`src/rtl/scan_test_controller.sv`:
```
// Scan-test sequencer: shifts LFSR patterns into a scan chain, pulses capture, compresses unload into a MISR.
// Result (pass/signature) is registered on DONE entry and held until the next accepted start.
module scan_test_controller #(
  parameter int         CHAIN_LEN    = 8,
  parameter int         NUM_PATTERNS = 4,
  parameter logic [7:0] SEED         = 8'hBD
) (
  input  logic       clk,
  input  logic       rst_n,
  input  logic       start,
  input  logic       abort,
  input  logic [7:0] golden,
  input  logic       scan_out,
  output logic       scan_en,
  output logic       scan_in,
  output logic       busy,
  output logic       done,
  output logic       pass,
  output logic [7:0] signature
);

  localparam int             SW         = $clog2(CHAIN_LEN);
  localparam logic [SW-1:0]  SHIFT_LAST = SW'(CHAIN_LEN - 1);
  localparam logic [7:0]     PAT_LAST   = 8'(NUM_PATTERNS);

  typedef enum logic [1:0] {IDLE, SHIFT, CAPTURE, DONE} state_t;

  state_t        state_q, state_d;
  logic [7:0]    lfsr_q, lfsr_d;
  logic [7:0]    misr_q, misr_d;
  logic [7:0]    golden_q, golden_d;
  logic [7:0]    pat_cnt_q, pat_cnt_d;
  logic [SW-1:0] shift_cnt_q, shift_cnt_d;
  logic          pass_q, pass_d;
  logic          scan_en_q, scan_en_d;
  logic          busy_q, busy_d;
  logic          done_q, done_d;

  always_comb begin
    state_d     = state_q;
    lfsr_d      = lfsr_q;
    misr_d      = misr_q;
    golden_d    = golden_q;
    pat_cnt_d   = pat_cnt_q;
    shift_cnt_d = shift_cnt_q;
    pass_d      = pass_q;

    case (state_q)
      IDLE, DONE: begin
        if (start) begin
          state_d     = SHIFT;
          lfsr_d      = SEED;
          misr_d      = 8'h00;
          golden_d    = golden;
          pat_cnt_d   = 8'h00;
          shift_cnt_d = '0;
          pass_d      = 1'b0;
        end
      end
      SHIFT: begin
        lfsr_d = {lfsr_q[6:0], lfsr_q[7] ^ lfsr_q[5] ^ lfsr_q[4] ^ lfsr_q[3]};
        // The first shift phase only unloads reset contents, so it is not compressed.
        if (pat_cnt_q != 8'h00)
          misr_d = {misr_q[6:0], misr_q[7] ^ misr_q[5] ^ misr_q[4] ^ misr_q[3] ^ scan_out};
        if (shift_cnt_q == SHIFT_LAST) begin
          shift_cnt_d = '0;
          if (pat_cnt_q == PAT_LAST) begin
            state_d = DONE;
            pass_d  = (misr_d == golden_q);
          end else begin
            state_d = CAPTURE;
          end
        end else begin
          shift_cnt_d = shift_cnt_q + 1'b1;
        end
      end
      CAPTURE: begin
        state_d     = SHIFT;
        pat_cnt_d   = pat_cnt_q + 8'h01;
        shift_cnt_d = '0;
      end
    endcase

    // Abort overrides every busy-state transition and freezes the MISR where it stands.
    if (abort && (state_q == SHIFT || state_q == CAPTURE)) begin
      state_d     = IDLE;
      lfsr_d      = lfsr_q;
      misr_d      = misr_q;
      pat_cnt_d   = 8'h00;
      shift_cnt_d = '0;
      pass_d      = 1'b0;
    end

    scan_en_d = (state_d == SHIFT);
    busy_d    = (state_d == SHIFT) || (state_d == CAPTURE);
    done_d    = (state_d == DONE);
  end

  always_ff @(posedge clk or negedge rst_n) begin
    if (!rst_n) begin
      state_q     <= IDLE;
      lfsr_q      <= SEED;
      misr_q      <= 8'h00;
      golden_q    <= 8'h00;
      pat_cnt_q   <= 8'h00;
      shift_cnt_q <= '0;
      pass_q      <= 1'b0;
      scan_en_q   <= 1'b0;
      busy_q      <= 1'b0;
      done_q      <= 1'b0;
    end else begin
      state_q     <= state_d;
      lfsr_q      <= lfsr_d;
      misr_q      <= misr_d;
      golden_q    <= golden_d;
      pat_cnt_q   <= pat_cnt_d;
      shift_cnt_q <= shift_cnt_d;
      pass_q      <= pass_d;
      scan_en_q   <= scan_en_d;
      busy_q      <= busy_d;
      done_q      <= done_d;
    end
  end

  assign scan_en   = scan_en_q;
  assign scan_in   = lfsr_q[7];
  assign busy      = busy_q;
  assign done      = done_q;
  assign pass      = pass_q;
  assign signature = misr_q;

endmodule
```
`config.mk`:
```
export PLATFORM = sky130hd
export DESIGN_NAME = scan_test_controller
export DESIGN_NICKNAME = d
export VERILOG_FILES = /design/src/rtl/scan_test_controller.sv
export SDC_FILE = /design/constraint.sdc
export NUM_CORES = 1
export LEC_CHECK = 0
export BUFFER_PORTS_ARGS = -buffer_cell sky130_fd_sc_hd__buf_2
export CORE_MARGIN = 5
export CORE_UTILIZATION = 60
export DETAILED_ROUTE_END_ITERATION = 10
export PLACE_DENSITY_LB_ADDON = 0.05
export SLEW_MARGIN = 15
export SYNTH_ARGS = -nofsm -noshare
export SYNTH_HDL_FRONTEND = slang
export SYNTH_SLANG_ARGS = --single-unit
```
`constraint.sdc`:
```
create_clock -name clk -period 6.5 [get_ports clk]
set_clock_uncertainty 0.15 [all_clocks]
set_input_delay 0.65 -clock clk [delete_from_list [all_inputs] [get_ports clk]]
set_output_delay 0.65 -clock clk [all_outputs]
set_load 0.03 [all_outputs]
```
## After elaboration in Yosys (flattened, before gate mapping)

Cells that the tools add are included.

- Add/subtract/negate cells: 2
- Equality and inequality tests: 13
- Mux-type cells: 22
- Bitwise logic cells: 8
- Reductions and logical operators: 13

Operators with widths:

| operator | number |
|---|---|
| $pmux 8 s2 | 3 |
| $mux 8 | 5 |
| $mux 3 | 3 |
| $pmux 3 s3 | 1 |
| $add 8x1->8 const B | 1 |
| $eq 2x2->1 const B | 4 |
| $eq 8x3->1 const B | 1 |
| $eq 8x8->1 | 1 |
| $reduce_bool 8->1 | 1 |
| $xor 1x1->1 | 7 |
| $mux 2 | 3 |
| $ne 3x2->1 const B | 2 |
| $pmux 2 s3 | 1 |
| $reduce_bool 3->1 | 2 |
| $mux 1 | 5 |
| $eq 2x1->1 const B | 2 |
| $reduce_and 2->1 | 2 |
| $reduce_and 4->1 | 1 |
| $add 3x1->3 const B | 1 |
| $eq 3x3->1 const B | 1 |
| $ne 3x3->1 const B | 1 |
| $reduce_and 3->1 | 1 |
| $logic_not 2->1 | 1 |
| $logic_or 1x1->1 | 2 |
| 6 further kinds | 6 |

- Bits in registers: 41
- Input bits: 13
- Output and inout port bits: 13
- Word-level logic and storage cells: 68

## Logic depth before layout (Yosys ltp)

- Depth after elaboration: 11
- Gate-level depth with buffers: 9

## Worst setup path before layout

No wires, ideal clock.

- Path kind: flip-flop to flip-flop
- From: reg pat_cnt_q[0]
- To: reg busy_q, in the netlist busy
- Setup time: 63 ps
- Arrival time: 2033 ps
- Required time: 6287 ps
- Setup slack: 4254 ps
- Cell stages (with the launch flop): 10
- Buffers on the path: 0
- Period minus slack after synthesis: 2246 ps
- Cell sequence: dfrtp_1 -> inv_1 -> ha_1 -> or4b_4 -> nor3_2 -> a31o_2 -> a21oi_1 -> o21ai_0 -> ha_1 -> inv_1

- Word-level cells in the longest chain between the ends: 7
- Elaborated cells on any way between the ends: 8
- Those cells by class: 3 x eq/ne; 4 x mux; 1 x reduce/logical

Ends and longest elaborated chain:

| element | RTL line | text |
|---|---|---|
| from (decl) | 32 | `logic [7:0] pat_cnt_q, pat_cnt_d;` |
| from (signal assigned) | 116 | `pat_cnt_q <= pat_cnt_d;` |
| $eq 8x3->1 (*) | 67 | `if (pat_cnt_q == PAT_LAST) begin` |
| $mux 1 (*) | 67 |  |
| $mux 2 (*) | 65 | `if (shift_cnt_q == SHIFT_LAST) begin` |
| $pmux 2 s3 (*) | 48 | `case (state_q)` |
| $mux 2 (*) | 85 | `if (abort && (state_q == SHIFT \|\| state_q == CAPTURE)) begin` |
| net state_d[0] | 28 | `state_t state_q, state_d;` |
| $eq 2x1->1 / $eq 2x2->1 (equally long branches) | 95 | `busy_d = (state_d == SHIFT) \|\| (state_d == CAPTURE);` |
| $logic_or 1x1->1 (*) | 95 |  |
| net busy_d | 36 | `logic busy_q, busy_d;` |
| to (signal assigned) | 120 | `busy_q <= busy_d;` |
| to (decl) | 36 |  |

The timed path passes the listed nets; every way through them passes the cells marked *.
A chain may end at the register's enable or synchronous reset.

## Final worst setup path

- From: reg pat_cnt_q[0]
- To: reg misr_q[2], in the netlist signature[2]

- Word-level cells in the longest chain between the ends: 4

Ends and longest elaborated chain:

| element | RTL line | text |
|---|---|---|
| $reduce_bool 8->1 | 63 | `if (pat_cnt_q != 8'h00)` |
| $mux 8 | 63 |  |
| $mux 8 | 48 |  |
| $pmux 8 s2 | 48 |  |
| to (signal assigned) | 114 | `misr_q <= misr_d;` |
| to (decl) | 30 | `logic [7:0] misr_q, misr_d;` |

Every way passes these cells. The select of a mux whose other input is x is not followed.

==> out/results.tsv <==
metric	value	unit
clk slew on worst S/H paths	80	ps
register area	1030	um^2
Post-CTS Setup Bufs	0	
Yosys Warn Count	0	
crit path kind	flop to flop	
syn_area_per_cell	10.1	um^2
Setup TNS Final	0	ps
Synth Area in XOR/XNOR	8.30	%
routability cong.	0.841	
most instantiated cells after synthesis	dfrtp_1, o21ai_0, nand2_1, xor2_1	
worst min-delay path category	primary input to asynchronous set/reset pin	
Die X	70.8	um
vias in the first global route	1765	
Worst-Skew Late Latency	290	ps
syn nets	240	
Syn-to-layout area delta	10.7	%
Final Critical Period	2680	ps
Synth Area in Simple Gates	13.6	%
post-synthesis mux area share	5.03	%
CP arrival	2700	ps
largest net degree at the start of global routing	42	
top-count cell post-synth	dfrtp_1	
final period utilization	41.2	%
Post-CTS Resized	0	
Setup Viol. Count Final	0	
Cell Pwr Density	356	nW/um^2
Ant. Diodes	0	
vias per std cell	5.80	
number of synthesized flops with an enable pin	0	
post-route ant nets	0	
first-pass GRT wire length	8030	um
number of filler cells placed in the layout	300	
DRC	0	
CTS tree	built	
GRT Resource Usage Total	19.7	%
initial core utilization	61.5	%
CTS H-tree depth	2	
CP required	6530	ps
Power Total	874	uW
Synth Area in Adders	4.52	%
post-synth cell types	40	
clock sinks	41	
gr ovfl total	0	
dominant cells by area after synthesis	dfrtp_1, dfstp_2, xor2_1	
FFs w/ async S/R, synth	100	%
die height	70.8	um
status	finished clean	
TritonCTS buffer count	5	
via count	1695	
post-synthesis sequential area ratio	46.6	%
average wire per standard cell	15.3	um
FF-to-FF setup slack	3820	ps
worst slew pin tran	895	ps
setup repair after global routing missed its margin	false	
fin. max-slew vios	0	
Starting DRT DRC Count	100	
CP max FO	15	
cell taking the most area after synthesis	dfrtp_1	
WHS	328	ps
Root Driver	clkbuf_8	
ys flop type	dfrtp_1	
initial antenna violation count	0	
utilization after layout	68.0	%
Worst Setup SP	pat_cnt_q[0]	
Core Rows	22	
Max Fclk	374	MHz
share of cells above drive strength 1	22.5	%
TritonRoute pass-1 iters	4	
Gate Count Post-Synth	219	
hold_buf cts	0	
top cell type's share of synthesized area	39.5	%
number of I/O port buffers	25	
HPWL Detailed	3270	um
final wirelength	4480	um
max-cap viol count	0	
Synth Area in Compound Gates	18.1	%
post-synthesis register bit count	41	
Slew headroom	40.1	%
IO Count	26	
crit path launch type	flop	
largest family of logic cells by synthesized area	compound AO/OA/AOI/OAI gates	
Multi-input gate area	1100	um^2
Fin. Hold Viols	0	
area of the mapped netlist	2220	um^2
LEAKAGE	0.00116	uW
core area	3610	um^2
peak supply drop	265	uV
Post-DP Area	2370	um^2
clk buf depth	2	
worst reg2reg startpoint	pat_cnt_q[0]	
layout net count	264	
fin area	2450	um^2
CP endpoint kind	flop	
die area	5010	um^2
logic make-up (layout without fill, tap and decap cells):
group / after synthesis / in the layout
flops: 41 / 41
compound gates: 60 / 60
xor+xnor: 21 / 21
mux: 10 / 10
buf+inv: 21 / 46
simple gates: 58 / 58
fa+ha+maj: 8 / 8
sequential cells by signal, summed over array words and instances, names as in the netlist:
signal	cells
golden_q	8
lfsr_q	8
pat_cnt_q	8
signature	8
shift_cnt_q	3
state_q	2
busy	1
done	1
pass	1
scan_en	1
area by class of cell:
| class | count | share of cell area [%] |
|---|---|---|
| Multi-Input combinational cell | 157 | 44.8 |
| Sequential cell | 41 | 42.1 |
| Timing Repair Buffer | 25 | 5.10 |
| Clock buffer | 5 | 2.81 |
| Tap cell | 48 | 2.45 |
| Inverter | 13 | 1.99 |
| Clock inverter | 3 | 0.714 |
layer usage:
metal	up-vias	part of all wire, %	GRT usage, %
li1	824	-	-
met1	816	44	25.4
met2	50	51	33.2
met3	5	4.4	5.68
met4	0	0.51	4.18
met5	-	0	0
worst max-delay path, stage by stage, from the launching register on:
cell and delay, ps:
dfrtp_1 440, inv_1 80, ha_1 130, or4b_4 480, nor4_4 550, nor2_1 310, a22o_1 250, a22o_1 170
stage by stage:
step / setup WS (ps) / instances
after floorplan: 4250 / 219
after global placement: 3960 / 284
after detailed placement: 3830 / 284
after CTS: 3830 / 292
after global routing: 3620 / 292
final: 3820 / 292
power by group:
| part | internal (uW) | leakage (uW) | switching [uW] | total, uW |
|---|---|---|---|---|
| sequential | 334 | 0.000524 | 59.0 | 393 |
| combinational | 128 | 0.000590 | 193 | 322 |
| clock | 74.1 | 0.0000439 | 85.9 | 160 |
cell usage in the layout, fill, tap and decap left out, types with 2 or more instances in the layout:
cell / count
a2111oi_0: 2
a21oi_1: 3
a22o_1: 10
a22oi_1: 4
a31oi_1: 4
and3_1: 3
buf_2: 25
clkbuf_8: 5
clkinv_2: 2
dfrtp_1: 35
dfstp_2: 6
ha_1: 8
inv_1: 13
mux2_2: 9
nand2_1: 18
nand2b_1: 3
nand3_1: 8
nand3b_1: 2
nor2_1: 13
nor2b_1: 3
nor3_1: 2
o21ai_0: 21
o21ai_1: 5
o31ai_1: 3
or2_2: 2
xnor2_1: 7
xor2_1: 14
worst paths after layout:
| check | endpoint | depth (start not counted) |
|---|---|---|
| max | signature[2] | 7 |
| min | pat_cnt_q[4] | 1 |
| max reg2reg | signature[2] | 7 |
| min reg2reg | shift_cnt_q[2] | 2 |
| max in group asynchronous | signature[5] | 1 |
| min in group clk | shift_cnt_q[2] | 2 |
(Power assumes the default switching activity.)
